===== config.mk =====
export PLATFORM = sky130hd
export DESIGN_NAME = sdspi_bench_sequencer
export DESIGN_NICKNAME = d
export VERILOG_FILES = /design/src/rtl/sdspi_bench_pkg.sv /design/src/rtl/sdspi_bench_counter.sv /design/src/rtl/sdspi_bench_sequencer.sv
export SDC_FILE = /design/constraint.sdc
export NUM_CORES = 1
export LEC_CHECK = 0
export ABC_AREA = 1
export BUFFER_PORTS_ARGS = -buffer_cell sky130_fd_sc_hd__buf_2
export CORE_MARGIN = 2
export CORE_UTILIZATION = 60
export CTS_BUF_LIST = sky130_fd_sc_hd__clkbuf_8
export DETAILED_ROUTE_END_ITERATION = 6
export PLACE_DENSITY_LB_ADDON = 0.15
export SYNTH_ARGS = -nofsm -noshare
export SYNTH_HDL_FRONTEND = slang
export SYNTH_SLANG_ARGS = --single-unit

===== constraint.sdc =====
create_clock -name clk -period 3.1 [get_ports clk]
set_clock_uncertainty 0.05 [all_clocks]
set_input_delay 0.155 -clock clk [delete_from_list [all_inputs] [get_ports clk]]
set_output_delay 0.155 -clock clk [all_outputs]
set_load 0.01 [all_outputs]

===== src/rtl/sdspi_bench_pkg.sv =====
// Shared types and default widths for the SD-SPI performance bench sequencer.
package sdspi_bench_pkg;

  localparam int N_BLOCK_SIZE    = 32;
  localparam int SCLK_SPEED_SIZE = 5;

  typedef enum logic [2:0] {
    IDLE,
    GUARD,
    START,
    RUN,
    REPORT,
    DONE
  } state_t;

  typedef enum logic [1:0] {
    ST_OK      = 2'b00,
    ST_ERR     = 2'b01,
    ST_TIMEOUT = 2'b10,
    ST_CFG     = 2'b11
  } status_t;

endpackage


===== src/rtl/sdspi_bench_counter.sv =====
// Loadable up-counter with a terminal-count flag; reloaded whenever its owner is idle.
module sdspi_bench_counter #(
  parameter int WIDTH = 32
) (
  input  logic             clk,
  input  logic             load,
  input  logic [WIDTH-1:0] load_value,
  input  logic             en,
  input  logic [WIDTH-1:0] limit,
  output logic [WIDTH-1:0] count,
  output logic             at_limit
);

  always_ff @(posedge clk) begin
    if (load) begin
      count <= load_value;
    end else if (en) begin
      count <= count + WIDTH'(1);
    end
  end

  assign at_limit = (count == limit);

endmodule


===== src/rtl/sdspi_bench_sequencer.sv =====
// Sweeps sdspi_system runs over a range of sclk_speed codes, timing each run
// and streaming one ready/valid result record per run.
module sdspi_bench_sequencer
  import sdspi_bench_pkg::*;
#(
  parameter int N_BLOCK_SIZE    = sdspi_bench_pkg::N_BLOCK_SIZE,
  parameter int SCLK_SPEED_SIZE = sdspi_bench_pkg::SCLK_SPEED_SIZE,
  parameter int CNT_WIDTH       = 32,
  parameter int TIMEOUT_CYCLES  = 100_000_000,
  parameter int GUARD_CYCLES    = 16
) (
  input  logic                       clk,
  input  logic                       rst,
  input  logic                       go,
  input  logic [N_BLOCK_SIZE-1:0]    cfg_n_blocks,
  input  logic [SCLK_SPEED_SIZE-1:0] cfg_speed_first,
  input  logic [SCLK_SPEED_SIZE-1:0] cfg_speed_last,
  input  logic                       cfg_cmd18,
  output logic                       uut_rst,
  output logic                       uut_start,
  output logic [N_BLOCK_SIZE-1:0]    uut_n_blocks,
  output logic [SCLK_SPEED_SIZE-1:0] uut_sclk_speed,
  output logic                       uut_cmd18,
  input  logic                       uut_busy,
  input  logic                       uut_finish,
  input  logic                       uut_err,
  output logic                       ctrl_mux,
  output logic                       res_valid,
  input  logic                       res_ready,
  output logic [SCLK_SPEED_SIZE-1:0] res_speed,
  output logic [CNT_WIDTH-1:0]       res_cycles,
  output logic [1:0]                 res_status,
  output logic                       busy,
  output logic                       done
);

  localparam int GW = $clog2(GUARD_CYCLES) + 1;

  state_t                     state, state_next;
  status_t                    run_status;
  logic                       run_term;
  logic                       xfer;
  logic [SCLK_SPEED_SIZE-1:0] speed, speed_last;
  logic [GW-1:0]              guard_count;
  logic                       guard_tc;
  logic [CNT_WIDTH-1:0]       run_count;
  logic                       run_tc;
  logic                       uut_busy_unused;

  assign uut_busy_unused = uut_busy;
  assign xfer            = res_valid && res_ready;
  assign uut_sclk_speed  = speed;

  sdspi_bench_counter #(.WIDTH(GW)) u_guard_cnt (
    .clk        (clk),
    .load       (state != GUARD),
    .load_value ('0),
    .en         (state == GUARD),
    .limit      (GW'(GUARD_CYCLES - 1)),
    .count      (guard_count),
    .at_limit   (guard_tc)
  );

  // run_count is zero in the first RUN cycle, so at_limit marks the TIMEOUT_CYCLES-th cycle
  sdspi_bench_counter #(.WIDTH(CNT_WIDTH)) u_run_cnt (
    .clk        (clk),
    .load       (state != RUN),
    .load_value ('0),
    .en         (state == RUN),
    .limit      (CNT_WIDTH'(TIMEOUT_CYCLES - 1)),
    .count      (run_count),
    .at_limit   (run_tc)
  );

  always_comb begin
    run_term   = 1'b0;
    run_status = ST_OK;
    if (uut_err) begin
      run_term   = 1'b1;
      run_status = ST_ERR;
    end else if (uut_finish) begin
      run_term   = 1'b1;
      run_status = ST_OK;
    end else if (run_tc) begin
      run_term   = 1'b1;
      run_status = ST_TIMEOUT;
    end
  end

  always_comb begin
    state_next = state;
    case (state)
      IDLE:    if (go) state_next = (cfg_speed_first > cfg_speed_last) ? REPORT : GUARD;
      GUARD:   if (guard_tc) state_next = START;
      START:   state_next = RUN;
      RUN:     if (run_term) state_next = REPORT;
      REPORT:  if (xfer) state_next = (res_status == ST_CFG || speed == speed_last) ? DONE : GUARD;
      DONE:    state_next = IDLE;
      default: state_next = IDLE;
    endcase
  end

  always_ff @(posedge clk) begin
    if (!rst) begin
      state <= IDLE;
    end else begin
      state <= state_next;
    end
  end

  // Pin-mux select and UUT reset both derive from the next state, so they flip together
  always_ff @(posedge clk) begin
    if (!rst) begin
      uut_rst   <= 1'b1;
      uut_start <= 1'b0;
      ctrl_mux  <= 1'b0;
      res_valid <= 1'b0;
      busy      <= 1'b0;
      done      <= 1'b0;
    end else begin
      uut_rst   <= !(state_next == START || state_next == RUN);
      ctrl_mux  <= (state_next == START || state_next == RUN);
      uut_start <= (state_next == START);
      res_valid <= (state_next == REPORT);
      busy      <= !(state_next == IDLE || state_next == DONE);
      done      <= (state_next == DONE);
    end
  end

  always_ff @(posedge clk) begin
    if (!rst) begin
      speed        <= '0;
      speed_last   <= '0;
      uut_n_blocks <= '0;
      uut_cmd18    <= 1'b0;
      res_speed    <= '0;
      res_cycles   <= '0;
      res_status   <= ST_OK;
    end else begin
      if (state == IDLE && go) begin
        speed        <= cfg_speed_first;
        speed_last   <= cfg_speed_last;
        uut_n_blocks <= cfg_n_blocks;
        uut_cmd18    <= cfg_cmd18;
        if (cfg_speed_first > cfg_speed_last) begin
          res_speed  <= cfg_speed_first;
          res_cycles <= '0;
          res_status <= ST_CFG;
        end
      end
      if (state == RUN && run_term) begin
        res_speed  <= speed;
        res_cycles <= run_count + CNT_WIDTH'(1);
        res_status <= run_status;
      end
      if (state == REPORT && xfer && state_next == GUARD) begin
        speed <= speed + SCLK_SPEED_SIZE'(1);
      end
    end
  end

endmodule


==> results by group <==
Placed design
  – Detail Placement HPWL: 9734 microns
  – IO Port Bufs: 131
  – Area after DPL: 0.006291 sq mm
  – Global placement routability congestion: 0.8970

Setup path
  – Worst EP arrival: ~2.8 ns
  – CP Launch Type: flip-flop
  – Critical path required time: about 3.4 ns
  – Delay-heaviest family, CP: simple AND/OR/NAND/NOR gates
  – CP Depth: 12
  – Max incr delay on CP: between 0.4 and 0.5 ns
  – FF-to-FF Start: u_run_cnt.count[0]
  – Worst r2r path cells: 12
  – CP Launch Point: u_run_cnt.count[0]
  – Critical Path Sink Type: flip-flop
  – Critical path class: flip-flop to flip-flop
  – Worst Path Max Fanout: 37
  – Crit-path cells: ha_1, nand3_2, inv_2, nand2_4, nor2_1, nand2_1, nand2_1, nand2_2, nand2_1, inv_2, nand2_1, a21oi_2
  – Reg2Reg Setup Slack: 0.63 ns
  – Worst path most repeated cell: nand2_1
  – Worst path bufs/invs: 2
  – Slowest CP cell: inv_2

Floorplan
  – Initial Util: about 61%
  – Die span in x: 100.6 microns
  – Core Box Area: 0.009153 sq mm
  – Die area: approximately 0.010 sq mm
  – IO Pins: 133
  – Cell Rows: 35
  – Die Height: 100.6 microns

Clock tree
  – CTS HTree Levels: 4
  – CTS tree: yes
  – Bufs on Longest Clock Path: 2
  – Skew-Pair Late Insertion Delay: roughly 0.45 ns
  – Setup bufs post-CTS: 0
  – # clock sinks: roughly 130
  – Clk root buf: clkbuf_8
  – Clock slew at reported path FFs: about 0.080 ns
  – Num CTS Buffers: 17

Synth
  – Ys async rst share: 0%
  – Syn. warnings: 0
  – Post-synthesis register bit count: roughly 130
  – Seq/Total Area, Yosys: 45.77%
  – Mean Syn Cell Area: 7.225 sq um
  – Top_reg_cell synth: dfxtp_1
  – Cell Area, Synth: about 0.0056 sq mm
  – Syn_nets: 834
  – Synthesized netlist cell count: 775
  – Post-synth EDFFs: 0
  – Synth unique cells: 39

Cells and area
  – Share of cells above drive strength 1: a little over 20%
  – Fillers: 660
  – Register area: 0.002562 sq mm
  – Final Net Count: 1001
  – Layout area overhead: 26.46%
  – Post-Layout Inst Area: 0.007081 sq mm
  – Area of the multi-input gates: 0.002544 sq mm
  – Antenna cells: 0
  – Final Core Density: 77.36%

Timing
  – Hold slack: just over 0.03 ns
  – Slew @ Worst Pin: 0.7126 ns
  – Final Critical Period: 2.470 ns
  – Worst relative slew slack: 52.50%
  – Count of final hold-check violations: 0
  – Fin crit share: approximately 80%
  – Final setup viols: 0
  – Max-slew violation count: 0
  – Fin Setup TNS: 0 ns
  – RSZ-0062 raised after global routing: no
  – Max Fclk: 404.8 MHz

Detailed routing
  – First-pass DRT Iterations: 5
  – Via density per instance: 5.271
  – Initial DRC count: around 240
  – Drt total wl: 15620 microns
  – Number of routed nets with antenna violations: 0
  – Avg WL per Cell: 14.65 microns
  – Vias: 5619
  – Residual DRC: 0

Flow run
  – Max_cap viols: 0

Global route
  – Global route overflow: 0
  – Vias in the first global route: 5677
  – Largest net degree at the start of global routing: 47
  – Global-route wire length before repair: about 26000 microns
  – GRT Util Overall: between 30% and 40%
  – Initial antenna violation count: 0

Power and ir drop
  – Power per cell area: 518.2 mW/mm^2
  – Leak pwr: 3.069 nW
  – Peak VDD IR: 451.2 uV

Hold path
  – Hold Crit Start: cfg_speed_first[4]
  – Worst Hold Class: primary input to flip-flop
  – Hold path cells: 5

Run status
  – Status: completed
## registers in the layout, indices dropped and copies added (netlist names)
| name | cells |
|---|---|
| u_run_cnt.count | 32 |
| res_status | 2 |
| res_cycles | 32 |
| uut_sclk_speed | 5 |
| u_guard_cnt.count | 5 |
| ctrl_mux | 1 |
| speed_last | 5 |
| uut_start | 1 |
| uut_n_blocks | 32 |
| busy | 1 |
| uut_rst | 1 |
| done | 1 |
| res_valid | 1 |
| state | 3 |
| res_speed | 5 |
| uut_cmd18 | 1 |
## worst paths after layout
kind,endpoint
setup / recovery,res_cycles[15]
hold reg to reg,res_cycles[24]
setup reg to reg,res_cycles[15]
hold / removal,uut_sclk_speed[4]
## cell usage after synthesis (all sizes together) (5+ instances only)
library cell,instances,area share [%]
dfxtp,128,46
nor2,153,10
nor3,9,0.80
inv,95,6.4
a21oi,54,5.6
clkbuf,19,1.3
ha,9,2.0
o22ai,5,0.56
o21ai,44,3.9
nand3,28,2.8
buf,8,1.1
nand2,165,11
xnor2,6,0.94
xor2,23,3.6
nand4,11,1.5
## repair_timing
item | in CTS | in global routing
resized for setup | 0 | 0
hold endpoints to repair | 40 | 0
hold buffers | 40 | 0
## placed cells by master (no fill, tap or decap), types with 5 or more instances in the layout
cell	n
buf_2	131
nor2_1	149
xnor2_1	6
o21ai_0	43
nor3_1	9
inv_1	90
clkbuf_8	18
dlygate4sd3_1	40
o22ai_1	5
nand4_1	10
a21oi_2	11
a21oi_1	43
nand3_1	25
nand2_1	163
dfxtp_1	128
inv_2	5
xor2_1	23
inv_6	7
ha_1	9
## power by group
part / total (W) / internal [W] / switching (W)
combinational: 0.000460 / 0.000182 / 0.000278
sequential: 0.00178 / 0.00172 / 0.0000537
clock: 0.00143 / 0.000681 / 0.000753
## cell type report
| cell class | instances | area share [%] |
|---|---|---|
| clock buffers | 18 | 3.499 |
| clock inverters | 14 | 1.997 |
| inverters | 96 | 5.089 |
| multi-input cells | 524 | 35.93 |
| flip-flops and latches | 128 | 36.19 |
| well taps | 111 | 1.961 |
| repair buffers | 175 | 15.34 |
## worst min-delay path, stage by stage
cell and delay, ns:
buf_2 0.12, nand2_1 0.06, nand2_1 0.05, nand2_1 0.06
a21oi_1 0.05
## logic make-up (layout without fill, tap and decap cells)
family          Yosys count  count (layout)  synth area share (%)
simple gates            378             378                 28.13
buf+inv                 123             303                 8.804
flops                   128             128                 45.77
fa+ha+maj                 9               9                 2.011
compound gates          108             108                 10.75
xor+xnor                 29              29                 4.536
## layer usage
layer  track usage (%)  wire length (microns)  up-vias  share of wire (%)
met4             13.70                    433        0                2.8
met2             59.23                   8077      239                 52
li1                  -                      -     2762                  -
met1             35.70                   5978     2577                 38
met5                 0                      0        -                  0
met3             8.738                   1130       41                7.2
## metrics by stage
stage,std cells,setup WS [ns],power [W]
CTS,1066,0.6097,0.003636
finish,1066,0.6297,0.003669
floorplan,775,1.293,0.002049
global route,1066,0.4305,0.003815
global placement,994,0.7093,0.002179
detailed placement,994,0.6398,0.002197
(Power assumes the default switching activity.)
